===== src/rtl/urng_pair_packer_if.sv =====
// Handshake bundle between the Tausworthe URNG, the pair packer and the
// Box-Muller consumer: a 32-bit word stream in, a 48/16-bit pair stream out.
interface urng_pair_packer_if;
  logic        in_valid;
  logic [31:0] in_word;
  logic        in_ready;
  logic        out_valid;
  logic [47:0] out_u0;
  logic [15:0] out_u1;
  logic        out_ready;

  // Producer/consumer side: drives words in, accepts pairs out.
  modport master (
    output in_valid, in_word, out_ready,
    input  in_ready, out_valid, out_u0, out_u1
  );

  // Packer side.
  modport slave (
    input  in_valid, in_word, out_ready,
    output in_ready, out_valid, out_u0, out_u1
  );
endinterface


===== src/rtl/urng_pair_packer.sv =====
// Packs consecutive 32-bit uniform words into (u0[47:0], u1[15:0]) pairs for
// the Box-Muller datapath, drops pairs whose u0 is zero (ln(0) undefined) and
// buffers the survivors in a first-word-fall-through FIFO.
module urng_pair_packer #(
  parameter  int DEPTH = 4,
  parameter  int CNT_W = 16,
  localparam int LVL_W = $clog2(DEPTH + 1),
  localparam int PTR_W = (DEPTH > 1) ? $clog2(DEPTH) : 1
) (
  input  logic               clk,
  input  logic               reset,
  urng_pair_packer_if.slave  bus,
  output logic [LVL_W-1:0]   fifo_level,
  output logic [CNT_W-1:0]   zero_drop_cnt
);

  typedef enum logic {WAIT_A, WAIT_B} state_t;

  state_t             state, state_nxt;
  logic [31:0]        held_word;
  logic               in_ready;
  logic               accept;
  logic               push;
  logic               drop;
  logic               pop;
  logic [47:0]        pair_u0;
  logic [PTR_W-1:0]   wr_ptr, rd_ptr;
  logic [47:0]        mem_u0 [DEPTH];
  logic [15:0]        mem_u1 [DEPTH];

  function automatic logic [CNT_W-1:0] sat_inc(input logic [CNT_W-1:0] v);
    return (&v) ? v : v + CNT_W'(1);
  endfunction

  function automatic logic [PTR_W-1:0] ptr_inc(input logic [PTR_W-1:0] p);
    return (p == PTR_W'(DEPTH - 1)) ? '0 : p + PTR_W'(1);
  endfunction

  // Pair-assembly state register.
  always_ff @(posedge clk) begin
    if (reset) state <= WAIT_A;
    else       state <= state_nxt;
  end

  // Next state, acceptance and push/drop decision for the word on the bus.
  // A word is always taken in WAIT_A since it only gets held; the second word
  // needs FIFO space because it completes a pair.
  always_comb begin
    state_nxt = state;
    push      = 1'b0;
    drop      = 1'b0;
    in_ready  = (state == WAIT_A) || (fifo_level < LVL_W'(DEPTH));
    accept    = bus.in_valid && in_ready;
    pair_u0   = {held_word, bus.in_word[31:16]};
    case (state)
      WAIT_A: if (accept) state_nxt = WAIT_B;
      WAIT_B: begin
        if (accept) begin
          state_nxt = WAIT_A;
          if (pair_u0 == '0) drop = 1'b1;
          else               push = 1'b1;
        end
      end
      default: state_nxt = WAIT_A;
    endcase
  end

  assign bus.in_ready = in_ready;
  assign pop          = bus.out_valid && bus.out_ready;

  // First word of a pair; cleared on reset so a half pair never survives it.
  always_ff @(posedge clk) begin
    if (reset)                          held_word <= '0;
    else if (accept && state == WAIT_A) held_word <= bus.in_word;
  end

  // FIFO storage is data only; the empty-gated read below hides stale entries.
  always_ff @(posedge clk) begin
    if (push) begin
      mem_u0[wr_ptr] <= pair_u0;
      mem_u1[wr_ptr] <= bus.in_word[15:0];
    end
  end

  // FIFO pointers and occupancy.
  always_ff @(posedge clk) begin
    if (reset) begin
      wr_ptr     <= '0;
      rd_ptr     <= '0;
      fifo_level <= '0;
    end else begin
      if (push) wr_ptr <= ptr_inc(wr_ptr);
      if (pop)  rd_ptr <= ptr_inc(rd_ptr);
      case ({push, pop})
        2'b10:   fifo_level <= fifo_level + LVL_W'(1);
        2'b01:   fifo_level <= fifo_level - LVL_W'(1);
        default: fifo_level <= fifo_level;
      endcase
    end
  end

  // Saturating count of pairs discarded for u0 == 0.
  always_ff @(posedge clk) begin
    if (reset)     zero_drop_cnt <= '0;
    else if (drop) zero_drop_cnt <= sat_inc(zero_drop_cnt);
  end

  assign bus.out_valid = (fifo_level != '0);
  assign bus.out_u0    = bus.out_valid ? mem_u0[rd_ptr] : '0;
  assign bus.out_u1    = bus.out_valid ? mem_u1[rd_ptr] : '0;

endmodule


===== src/flat_wrapper.sv =====
// flat-port wrapper written by rule: the top's interface ports become plain ports
module urng_pair_packer_flat 
#(
  parameter  int DEPTH = 4,
  parameter  int CNT_W = 16,
  localparam int LVL_W = $clog2(DEPTH + 1),
  localparam int PTR_W = (DEPTH > 1) ? $clog2(DEPTH) : 1
)
  (clk, reset, fifo_level, zero_drop_cnt, bus_in_valid, bus_in_word, bus_out_ready, bus_in_ready, bus_out_valid, bus_out_u0, bus_out_u1);
  urng_pair_packer_if bus_i ();
  input  logic clk;
  input  logic reset;
  output logic [LVL_W-1:0] fifo_level;
  output logic [CNT_W-1:0] zero_drop_cnt;
  input wire logic [$bits(bus_i.in_valid)-1:0] bus_in_valid;
  input wire logic [$bits(bus_i.in_word)-1:0] bus_in_word;
  input wire logic [$bits(bus_i.out_ready)-1:0] bus_out_ready;
  output wire logic [$bits(bus_i.in_ready)-1:0] bus_in_ready;
  output wire logic [$bits(bus_i.out_valid)-1:0] bus_out_valid;
  output wire logic [$bits(bus_i.out_u0)-1:0] bus_out_u0;
  output wire logic [$bits(bus_i.out_u1)-1:0] bus_out_u1;
  assign bus_i.in_valid = bus_in_valid;
  assign bus_i.in_word = bus_in_word;
  assign bus_i.out_ready = bus_out_ready;
  assign bus_in_ready = bus_i.in_ready;
  assign bus_out_valid = bus_i.out_valid;
  assign bus_out_u0 = bus_i.out_u0;
  assign bus_out_u1 = bus_i.out_u1;
  urng_pair_packer #(.DEPTH(DEPTH), .CNT_W(CNT_W)) u_core (.clk(clk), .reset(reset), .bus(bus_i), .fifo_level(fifo_level), .zero_drop_cnt(zero_drop_cnt));
endmodule

===== config.mk =====
export PLATFORM = sky130hd
export DESIGN_NAME = urng_pair_packer_flat
export DESIGN_NICKNAME = d
export VERILOG_FILES = /design/src/rtl/urng_pair_packer_if.sv /design/src/rtl/urng_pair_packer.sv /design/src/flat_wrapper.sv
export SDC_FILE = /design/constraint.sdc
export NUM_CORES = 1
export LEC_CHECK = 0
export ABC_AREA = 1
export BUFFER_PORTS_ARGS = -buffer_cell sky130_fd_sc_hd__buf_4
export CORE_UTILIZATION = 53
export DETAILED_ROUTE_END_ITERATION = 10
export PLACE_DENSITY = 0.75
export SLEW_MARGIN = 15
export SYNTH_ARGS = -nofsm -noshare
export SYNTH_HDL_FRONTEND = slang
export SYNTH_SLANG_ARGS = --single-unit

===== constraint.sdc =====
create_clock -name clk -period 4.2 [get_ports clk]
set_input_delay 0.42 -clock clk [delete_from_list [all_inputs] [get_ports clk]]
set_output_delay 0.42 -clock clk [all_outputs]
set_load 0.1 [all_outputs]

# --- Yosys cells after proc, flatten, opt, wreduce, memory -nomap -nowiden ---
# Memories as Yosys holds them, arrays and structs flattened. A register that Yosys moved wholly into a read port is not among the register bits.
# Index checks and enable logic that the tools add are counted.
totals:
  ff_bits: 56
  latchBits: 0
  ram_bits: 256
  romBits: 0
  in_bits: 36
  word_cells: 49
  mem_count: 2
mem_list:
  columns: ["memory", "words", "word_bits", "rd", "rd_clocked_by_memory_dff", "wr", "line_no", "text"]
  rows:
  - ["u_core.mem_u0", 4, 48, 1, 1, 1, "urng_pair_packer.sv:28", "logic [47:0] mem_u0 [DEPTH];"]
  - ["u_core.mem_u1", 4, 16, 1, 1, 1, "urng_pair_packer.sv:29", "logic [15:0] mem_u1 [DEPTH];"]
classes:
  addsub: 5
  n_mul: 0
  n_div: 0
  n_lt_le_gt_ge: 1
  eq_ne: 4
  n_shift: 0
  muxes: 20
  bitwise_logic: 2
  n_reduce_logical: 9
ops:
  columns: ["cell", "n"]
  rows:
  - ["zero test 48 bit", 1]
  - ["two-way mux 48 bit", 1]
  - ["adder 16 x 1 -> 16 bit, second input constant", 1]
  - ["two-way mux 16 bit", 1]
  - ["AND reduction 16 bit", 1]
  - ["two-way mux 2 bit", 6]
  - ["two-way mux 1 bit", 10]
  - ["== test 2 bit, second input constant", 3]
  - ["case mux 3 bit (2 select lines)", 1]
  - ["adder 2 x 1 -> 2 bit, second input constant", 2]
  - ["adder 3 x 1 -> 3 bit, second input constant", 1]
  - ["logical AND 1 bit", 3]
  - ["less-than comparator 3 bit, second input constant", 1]
  - ["nonzero test 3 bit", 1]
  - ["subtractor 3 x 1 -> 3 bit, second input constant", 1]
  - ["== test 2 x 1 -> 1 bit, second input constant", 1]
  - ["NOT 1 bit", 2]
  - ["case mux 1 bit (2 select lines)", 1]
  - ["AND reduction 2 bit", 1]
  - ["nonzero test 2 bit", 1]
  - ["logical OR 1 bit", 1]

# --- Longest topological paths before layout ---
# Gate-level depths: netlist of run 1.
logic_depth:
  word_depth: 7
  depth_mapped: 14
  ltp_nobuf: 14

# --- Worst setup path after synthesis of run 1 ---
# No wires, ideal clock.
synth_timing:
  path_kind: "reg2reg"
  from: "reg u_core.fifo_level[2]"
  to: "mem u_core.mem_u0[0][0], enable pin"
  t_arrival_ns: 4.825
  t_required_ns: 3.714
  setup_slack_ns: -1.112
  stages_incl_launch_ff: 7
  synth_period_minus_slack_ns: 5.312
  path_cell_list: "dfxtp_1 > nand2_1 > and2_1 > nand2_1 > inv_1 > nand2_2 > nor2_1"
synth_between:
  elab_chain_cells: 7
synth_lines:
  columns: ["item", "line_no", "text"]
  rows:
  - ["start, declared", "urng_pair_packer.sv:13", "output logic [LVL_W-1:0] fifo_level,"]
  - ["start signal, assigned", "urng_pair_packer.sv:95", "2'b10: fifo_level <= fifo_level + LVL_W'(1);"]
  - ["start signal, assigned", "urng_pair_packer.sv:96", "2'b01: fifo_level <= fifo_level - LVL_W'(1);"]
  - ["start signal, assigned", "urng_pair_packer.sv:97", "default: fifo_level <= fifo_level;"]
  - ["less-than comparator 3 bit", "urng_pair_packer.sv:52", "in_ready = (state == WAIT_A) || (fifo_level < LVL_W'(DEPTH));"]
  - ["logical OR 1 bit", "urng_pair_packer.sv:52", null]
  - ["named net bus_in_ready", "flat_wrapper.sv:18", "output wire logic [$bits(bus_i.in_ready)-1:0] bus_in_ready;"]
  - ["logical AND 1 bit", "urng_pair_packer.sv:53", "accept = bus.in_valid && in_ready;"]
  - ["two-way mux 1 bit", "urng_pair_packer.sv:58", "if (accept) begin"]
  - ["two-way mux 1 bit", "urng_pair_packer.sv:55", "case (state)"]
  - ["two-way mux 1 bit", "urng_pair_packer.sv:79", "if (push) begin"]
  - ["two-way mux 1 bit (not written as such)", "urng_pair_packer.sv:80", "mem_u0[wr_ptr] <= pair_u0;"]
  - ["end, declared", "urng_pair_packer.sv:28", null]
# The timed path passes the listed nets, and every way through them passes these cells.

==> impl_metrics.csv, run 1 <==
group,metric,value,unit
run_status,status,"finished clean",
clocking,hold_buffers,0,
worst_setup_path,worst-path-max-fanout,94,
clocking,cts_tree,"yes",
worst_setup_path,crit_type,"flop to output port",
drt,finalWirelength,27.4,mm
clocking,cts-root-buf,"clkbuf_16",
drt,drc,0,
placement,gp_routability_congestion,0.753,
floorplan,core,23400,sq um
drt,dr_total_vias,8627,
clocking,htreeDepth,1,
final_layout,syn2layout_area_growth,17.9,%
final_layout,layout-drive-gt1-share,0.161,
min_path,hold_class,"input pin to flop",
timing,fin_crit,3.49,ns
floorplan,rows,56,
drt,dr.pass1.iters,5,
synth,async_reset_ff_frac,0,
floorplan,die-area,24400,sq um
synth,yosysSeqAreaShare,0.702,
worst_setup_path,cp.required,3.78,ns
synth,yosys_most_used_dff,"edfxtp_1",
synth,synth_top_area_frac,0.610,
clocking,cts_resized,0,
worst_setup_path,critPathArrivalTime,3.07,ns
global_route,grt_pass1_vias,8289,
run,cap_viol_max_count,0,
timing,timing.max_slew.rel_slack,0.333,
synth,yosysUniqueCellTypes,30,
timing,setup_viol,0,
drt,ant_nets,0,
final_layout,nets,1311,
worst_setup_path,crit_chain,"buf_4, nor2_1, nor2_1, o21ai_0, a21oi_1, buf_4",
synth,yosysTopAreaCell,"edfxtp_1",
placement,dpl.hpwl,15.2,mm
clocking,clk_path_buf_depth,3,
drt,avgViaCountPerCell,5.37,
timing,finalMaxSlewViolations,0,
final_layout,final_core_util,0.635,
synth,syn_area,12600,sq um
timing,period_share,0.830,
floorplan,initial_core_util,0.538,
worst_setup_path,end_kind,"output port",
synth,synthesis.instances,1158,
clocking,postCtsSetupBuffers,0,
timing,rsz0062_at_grt,"no",
synth,synth_fp_nets,1203,
placement,portBuffers,120,
timing,hold_viol_final,0,
worst_setup_path,r2r_slack,1.50,ns
timing,worst_pin_slew,1.00,ns
worst_setup_path,worstSetupStartpointType,"flop",
floorplan,die_h,156,um
synth,ys_ff_latch,314,
synth,avgSynthCellArea,10.9,sq um
timing,fin_worst_skew,0.00979,ns
final_layout,num_antenna_cells,0,
synth,yosysWarnings,0,
synth,synth_commonest_cells,"392 x nor2_1, 256 x edfxtp_1, 165 x o21ai_0, 70 x a21oi_1, 58 x dfxtp_1",
synth,netlist_top_cells_area,"edfxtp_1 61%, nor2_1 12%, dfxtp_1 9.2%",
floorplan,die_w,156,um
synth,yosysMostFrequentCell,"nor2_1",
synth,synth-edff-count,256,
clocking,clock_latency,0.54,ns
clocking,cts_made_buffers,31,
clocking,clock_sinks,314,
global_route,grt_remaining_overflow,0,
clocking,cts.clk_slew.worst_paths,0.06,ns
global_route,grt_pass1_wl,43.4,mm
drt,wire_per_inst,17.0,um
floorplan,design.portCount,121,
worst_setup_path,max_stage_delay,0.86,ns
drt,drt_iter0_markers,701,
global_route,antenna_found_initial,0,
global_route,track_usage,0.229,
timing,tns,0,ns
global_route,grt_max_degree,95,
worst_setup_path,cpMaxStageDelayCell,"buf_4",
timing,fmax,287,MHz
stage by stage:
| step | cells | hold WS (ns) | area, sq um | worst slack [ns] |
|---|---|---|---|---|
| floorplan | 1158 | 0.460 | 12600 | -0.0582 |
| global placement | 1552 | 0.486 | 13800 | 1.34 |
| detailed placement | 1552 | 0.504 | 13800 | 1.31 |
| CTS | 1608 | 0.0147 | 14900 | 0.727 |
| global route | 1608 | 0.0228 | 14900 | 0.561 |
| finish | 1608 | 0.0355 | 14900 | 0.715 |
layout by cell type (no fill, tap or decap), types with 3 or more instances in the layout:
cell       count
a21oi_1       70
a21oi_2       11
buf_4        135
bufinv_16      4
clkbuf_1      10
clkbuf_16     31
clkbuf_8       7
clkinv_1       3
dfxtp_1       56
edfxtp_1     256
ha_1           8
inv_1         39
nand2_1       51
nand3_1       23
nand4_1        4
nor2_1       388
nor2_2         3
nor2_4         5
o21ai_0      165
o21ai_1        3
registers in the layout, indices dropped and copies added (netlist names), named ones only:
name                  count
u_core.rd_ptr             2
u_core.held_word         32
u_core.zero_drop_cnt     16
u_core.state              1
u_core.fifo_level         3
u_core.mem_u0           192
u_core.mem_u1            64
u_core.wr_ptr             2
critical path, delay by kind of cell (launching register included):
kind | cells | cell delay, ns
flip-flops | 1 | 0.60
AO/OA/AOI/OAI | 2 | 0.44
buffers and inverters | 2 | 1.23
AND/OR/NAND/NOR | 2 | 0.25
path summary, 6_finish.rpt:
check | from | cells past startpoint | to
min reg2reg | u_core.rd_ptr[1] | 2 | flop
max reg2reg | u_core.held_word[17] | 14 | u_core.fifo_level[2]
max | flop | 6 | bus_out_u0[17]
min | reset | 2 | u_core.state
cell type report:
type / instances / area (sq um)
clock buffer: 48 / 910
clock inverter: 8 / 141
fill: 1846 / 8550
inverter: 42 / 159
multi-input combinational: 741 / 3360
sequential: 314 / 8850
tap: 319 / 399
timing repair buffer: 136 / 1030
logic make-up (layout without fill, tap and decap cells):
| logic type | after synthesis | count (layout) | synth area share |
|---|---|---|---|
| and+or+nand+nor | 481 | 481 | 0.151 |
| DFF | 314 | 314 | 0.702 |
| AOI/OAI and AO/OA | 250 | 250 | 0.103 |
| buffers and inverters | 103 | 234 | 0.0339 |
| adders and majority gates | 9 | 9 | 0.00953 |
| xor gates and xnor gates | 1 | 1 | 0.000695 |
layer usage:
metal,vias to the layer above,global-route usage,share of wire
li1,4177,-,-
met1,4121,0.307,0.43
met2,286,0.390,0.49
met3,43,0.0306,0.062
met4,0,0.0691,0.021
met5,-,0,0
Power of run 1 is not shown: default switching activity piles up to over one toggle a cycle in this logic, so the estimate is an artifact.
==> inputs of run 2 (changes only) <==
- CORE_UTILIZATION: 53 -> 59
- PLACE_DENSITY: 0.75 -> 0.79
- clock period: 4.2 -> 3.32 ns (I/O delays scaled with it)
==> impl_metrics.csv, run 2 (synthesis results as in run 1) <==
group,metric,value,unit
timing,setup_viol,0,
min_path,hold_class,"input pin to flop",
clocking,cts.clk_slew.worst_paths,0.06,ns
final_layout,reg_top3,"u_core.mem_u0 x192, u_core.mem_u1 x64, u_core.held_word x32",
final_layout,final_common_cell,"nor2_1",
worst_setup_path,cp.required,3.49,ns
worst_setup_path,worst-path-max-fanout,33,
worst_setup_path,cp.buffers_inverters,1,
timing,rsz0062_at_grt,"no",
final_layout,layout_common_cells,"388 x nor2_1, 256 x edfxtp_1, 165 x o21ai_0",
final_layout,stdcell_count,1587,
clocking,cts_made_buffers,29,
clocking,clock_sinks,314,
floorplan,die_h,148,um
timing,fmax,325,MHz
timing,fin_worst_skew,0.0182,ns
global_route,antenna_found_initial,0,
timing,fin_crit,3.07,ns
run,cap_viol_max_count,0,
worst_setup_path,max_stage_delay,0.85,ns
global_route,grt_pass1_wl,44.8,mm
run_status,status,"finished clean",
drt,wire_per_inst,18.0,um
timing,setup_ws,0.245,ns
global_route,track_usage,0.264,
worst_setup_path,worstSetupStartpointType,"flop",
min_path,hp-start,"bus_in_word[20]",
worst_setup_path,end_kind,"flop",
worst_setup_path,path_delay_family,"simple AND/OR/NAND/NOR gates",
timing,timing.max_slew.rel_slack,0.295,
timing,finalMaxSlewViolations,0,
floorplan,initial_core_util,0.601,
worst_setup_path,reg2reg_from,"u_core.held_word[20]",
floorplan,die-area,21900,sq um
clocking,clk_path_buf_depth,3,
final_layout,num_antenna_cells,0,
clocking,cts_tree,"yes",
timing,period_share,0.926,
final_layout,nets,1334,
floorplan,die_w,148,um
drt,drt_iter0_markers,727,
drt,dr.pass1.iters,5,
floorplan,design.portCount,121,
worst_setup_path,cpMaxStageDelayCell,"nor2_4",
worst_setup_path,startpoint,"u_core.held_word[20]",
floorplan,rows,53,
clocking,htreeDepth,1,
drt,drc,0,
placement,place_inst,1506,
worst_setup_path,crit_type,"flop to flop",
final_layout,largest_reg_flops,192,
placement,gp_routability_congestion,0.746,
clocking,cts-root-buf,"clkbuf_16",
clocking,clock_latency,0.55,ns
final_layout,syn2layout_area_growth,18.8,%
final_layout,layout-drive-gt1-share,0.160,
global_route,grt_pass1_vias,8730,
timing,worst_pin_slew,1.05,ns
clocking,postCtsSetupBuffers,0,
placement,portBuffers,120,
worst_setup_path,critPathArrivalTime,3.25,ns
floorplan,core,21000,sq um
placement,dpl.hpwl,15.6,mm
placement,place_ws,0.264,ns
drt,dr_total_vias,8886,
final_layout,max_flop_register,"u_core.mem_u0",
global_route,grt_max_degree,77,
clocking,cts_resized,0,
drt,ant_nets,0,
worst_setup_path,crit_chain,"nor2_1, nand2_1, nor2_1, nand2_1, nor2_2, nand2_2, nand2_2, nor2_4, buf_4",
drt,avgViaCountPerCell,5.60,
timing,hold_viol_final,0,
final_layout,n_fill_cell,1457,
drt,finalWirelength,28.6,mm
global_route,grt_remaining_overflow,0,
[run 2: cell types whose count changed in the layout (fill, tap and decap cells not counted), sizes merged]
| cell | before | now |
|---|---|---|
| clkinv | 6 | 10 |
| clkbuf | 48 | 43 |
| inv | 40 | 41 |
| buf | 136 | 134 |
| dlygate4sd3 | 0 | 27 |
| bufinv | 4 | 1 |
| clkinvlp | 0 | 1 |
[run 2: metrics by stage]
stage | TNS, ns | utilization | area (sq um) | hold WS, ns
floorplan | -4.20 | - | 12600 | 0.399
global placement | 0 | 0.656 | 13700 | 0.489
detailed placement | 0 | 0.656 | 13700 | 0.500
CTS | 0 | 0.714 | 15000 | 0.000454
global route | 0 | 0.714 | 15000 | 0.000937
finish | 0 | 0.714 | 15000 | 0.0194
[run 2: worst register-to-register path, delay by kind of cell (launching register included)]
kind,cells,cell delay [ns]
buffers and inverters,1,0.60
flip-flops,1,0.46
AND/OR/NAND/NOR,8,1.60
[run 2: repair_timing]
item / CTS / global route
setup endpoints to repair: 0 / 0
hold buffers: 27 / 0
endpoints found under the hold margin: 100 / 0
[run 2: metal layers]
layer | track usage | part of all wire
met1 | 0.345 | 0.40
met2 | 0.455 | 0.50
met5 | 0 | 0
met4 | 0.0851 | 0.020
met3 | 0.0396 | 0.074
[run 2: path summary, 6_finish.rpt]
check | to | slack, ns | cells after the start
max reg2reg | u_core.mem_u0[3][15] | 0.25 | 9
min | u_core.mem_u0[2][4] | 0.02 | 1
max | u_core.mem_u0[3][15] | 0.25 | 9
min reg2reg | flop | 0.51 | 2
[run 2: area by class of cell]
type / count / area (sq um) / area share
sequential: 314 / 8850 / 0.592
inverter: 42 / 159 / 0.0106
clock buffer: 43 / 858 / 0.0574
clock inverter: 11 / 83.8 / 0.00560
tap: 275 / 344 / 0.0230
timing repair buffer: 161 / 1300 / 0.0870
multi-input combinational: 741 / 3360 / 0.225
Power of run 2 is left out for the same reason.
==> inputs of run 3 (changes only) <==
- BUFFER_PORTS_ARGS: -buffer_cell sky130_fd_sc_hd__buf_4 -> -buffer_cell sky130_fd_sc_hd__buf_2
- CORE_UTILIZATION: 59 -> 60
- CTS_BUF_LIST: not set -> sky130_fd_sc_hd__clkbuf_2
- PLACE_DENSITY: 0.79 -> 0.81
- SETUP_SLACK_MARGIN: not set -> 0.05
==> impl_metrics.csv, run 3 (synthesis results as in run 1) <==
group,metric,value,unit
final_layout,multi_input_area,3360,sq um
final_layout,nets,1393,
clocking,cts_tree,"yes",
worst_setup_path,end_kind,"output port",
worst_setup_path,cp.buffers_inverters,2,
floorplan,die-area,21600,sq um
run_status,status,"finished clean",
worst_setup_path,critPathArrivalTime,2.70,ns
clocking,clock_sinks,314,
power_and_ir_drop,power.internal,8.12,mW
timing,fin_worst_skew,0.0707,ns
floorplan,die_h,147,um
power_and_ir_drop,p_seq_frac,0.289,
final_layout,stdcell_count,1675,
final_layout,layout_common_cells,"388 x nor2_1, 256 x edfxtp_1, 165 x o21ai_0",
worst_setup_path,cp.required,2.99,ns
drt,finalWirelength,29.6,mm
floorplan,initial_core_util,0.617,
timing,period_share,0.912,
clocking,htreeDepth,3,
worst_setup_path,crit_type,"flop to output port",
drt,drc,0,
clocking,cts_made_buffers,74,
floorplan,rows,52,
power_and_ir_drop,switching_share,0.491,
final_layout,seqCellArea,8850,sq um
final_layout,reg_top3,"u_core.mem_u0 x192, u_core.mem_u1 x64, u_core.held_word x32",
global_route,grt_max_degree,85,
global_route,grt_pass1_vias,9499,
global_route,grt_remaining_overflow,0,
power_and_ir_drop,p_total,16.0,mW
min_path,hold_class,"input pin to flop",
final_layout,max_flop_register,"u_core.mem_u0",
final_layout,syn2layout_area_growth,23.4,%
power_and_ir_drop,power_density,1030,nW/um^2
placement,dpl.hpwl,16.1,mm
placement,placed_cell_area,14500,sq um
drt,drt_iter0_markers,739,
global_route,antenna_found_initial,1,
power_and_ir_drop,leakage,5.91,nW
placement,place_inst,1506,
power_and_ir_drop,p_clk_frac,0.158,
placement,gp_routability_congestion,0.760,
worst_setup_path,path_delay_family,"flip-flops",
global_route,grt_pass1_wl,46.4,mm
clocking,clock_latency,0.82,ns
power_and_ir_drop,ir_drop,0.00101,V
floorplan,die_w,147,um
worst_setup_path,max_stage_delay,0.61,ns
timing,timing.hold.ws,0.292,ns
power_and_ir_drop,p_comb_frac,0.553,
timing,timing.max_slew.rel_slack,0.395,
floorplan,core,20400,sq um
worst_setup_path,crit_chain,"buf_16, nor2_1, nor2_1, o21ai_0, a21oi_1, buf_12",
worst_setup_path,reg2reg_from,"u_core.held_word[8]",
clocking,clk_path_buf_depth,3,
clocking,cts-root-buf,"clkbuf_2",
final_layout,final_common_cell,"nor2_1",
timing,hold_viol_final,0,
drt,ant_nets,0,
timing,finalMaxSlewViolations,0,
worst_setup_path,cpMostUsedCell,"nor2_1",
min_path,hp-start,"bus_in_word[9]",
final_layout,n_fill_cell,1273,
timing,fmax,330,MHz
final_layout,largest_reg_flops,192,
worst_setup_path,cpMaxStageDelayCell,"dfxtp_4",
final_layout,layout-drive-gt1-share,0.207,
drt,wire_per_inst,17.7,um
timing,worst_pin_slew,0.907,ns
drt,dr.pass1.iters,5,
floorplan,design.portCount,121,
drt,avgViaCountPerCell,5.57,
timing,rsz0062_at_grt,"no",
timing,fin_crit,3.03,ns
timing,tns,0,ns
power_and_ir_drop,p_switching,7.83,mW
run,cap_viol_max_count,0,
worst_setup_path,worstSetupStartpointType,"flop",
clocking,cts.clk_slew.worst_paths,0.11,ns
drt,dr_total_vias,9326,
final_layout,fin_area,15500,sq um
worst_setup_path,worst-path-max-fanout,84,
global_route,track_usage,0.278,
placement,portBuffers,120,
timing,setup_viol,0,
[run 3: cell types whose count changed in the layout (fill, tap and decap cells not counted), sizes merged]
cell	delta
buf	+6
bufinv	+1
clkbuf	+72
clkinv	+6
clkinvlp	-1
diode	+1
dlygate4sd3	+8
[run 3: what timing repair did]
action	CTS	global route
endpoints found under the setup margin	0	22
hold buffers	35	0
resized for setup	0	4
endpoints found under the hold margin	165	0
buffers inserted	0	1
[run 3: cell type report]
cell class	count	share of cell area
inverters	42	0.0103
repair buffers	175	0.137
clock inverters	17	0.00765
multi-input cells	741	0.216
diodes	1	0.000161
flip-flops and latches	314	0.570
well taps	270	0.0217
clock buffers	115	0.0370
[run 3: path summary, 6_finish.rpt]
path	slack, ns	to	depth (start not counted)
min	0.29	u_core.mem_u1[2][9]	2
max	0.29	bus_out_u0[17]	6
max reg2reg	0.60	u_core.fifo_level[2]	14
min reg2reg	0.51	u_core.mem_u0[3][45]	0
[run 3: power groups by stage]
stage	Sequential, mW	Combinational [mW]	Clock [mW]
4_1_cts	4.63	8.77	2.54
2_1_floorplan	4.71	5.57	0
3_3_place_gp	4.70	8.60	0
5_1_grt	4.63	9.16	2.74
3_5_place_dp	4.72	8.70	0
6_report	4.61	8.83	2.51
[run 3: worst register-to-register path: cells and delay by family, from the launching register on]
family | cells | cell delay, ns
simple gates | 7 | 1.13
fa+ha+maj | 2 | 0.58
compound gates | 4 | 0.47
flops | 1 | 0.36
buf+inv | 1 | 0.06
[run 3: per-stage QoR]
stage                      util  worst slack (ns)
after floorplan               -           -0.0700
after global placement    0.707             0.667
after detailed placement  0.707             0.616
after CTS                 0.759            0.0548
after global routing      0.761            0.0706
final                     0.761             0.292
[run 3: layer usage]
| metal | up-vias | GRT usage | wire length (um) |
|---|---|---|---|
| met3 | 58 | 0.0525 | 2240 |
| met2 | 440 | 0.487 | 15200 |
| met1 | 4432 | 0.334 | 11600 |
| met5 | - | 0 | 0 |
| li1 | 4396 | - | - |
| met4 | 0 | 0.130 | 626 |
Note: power is estimated with default switching activity, not from simulation.
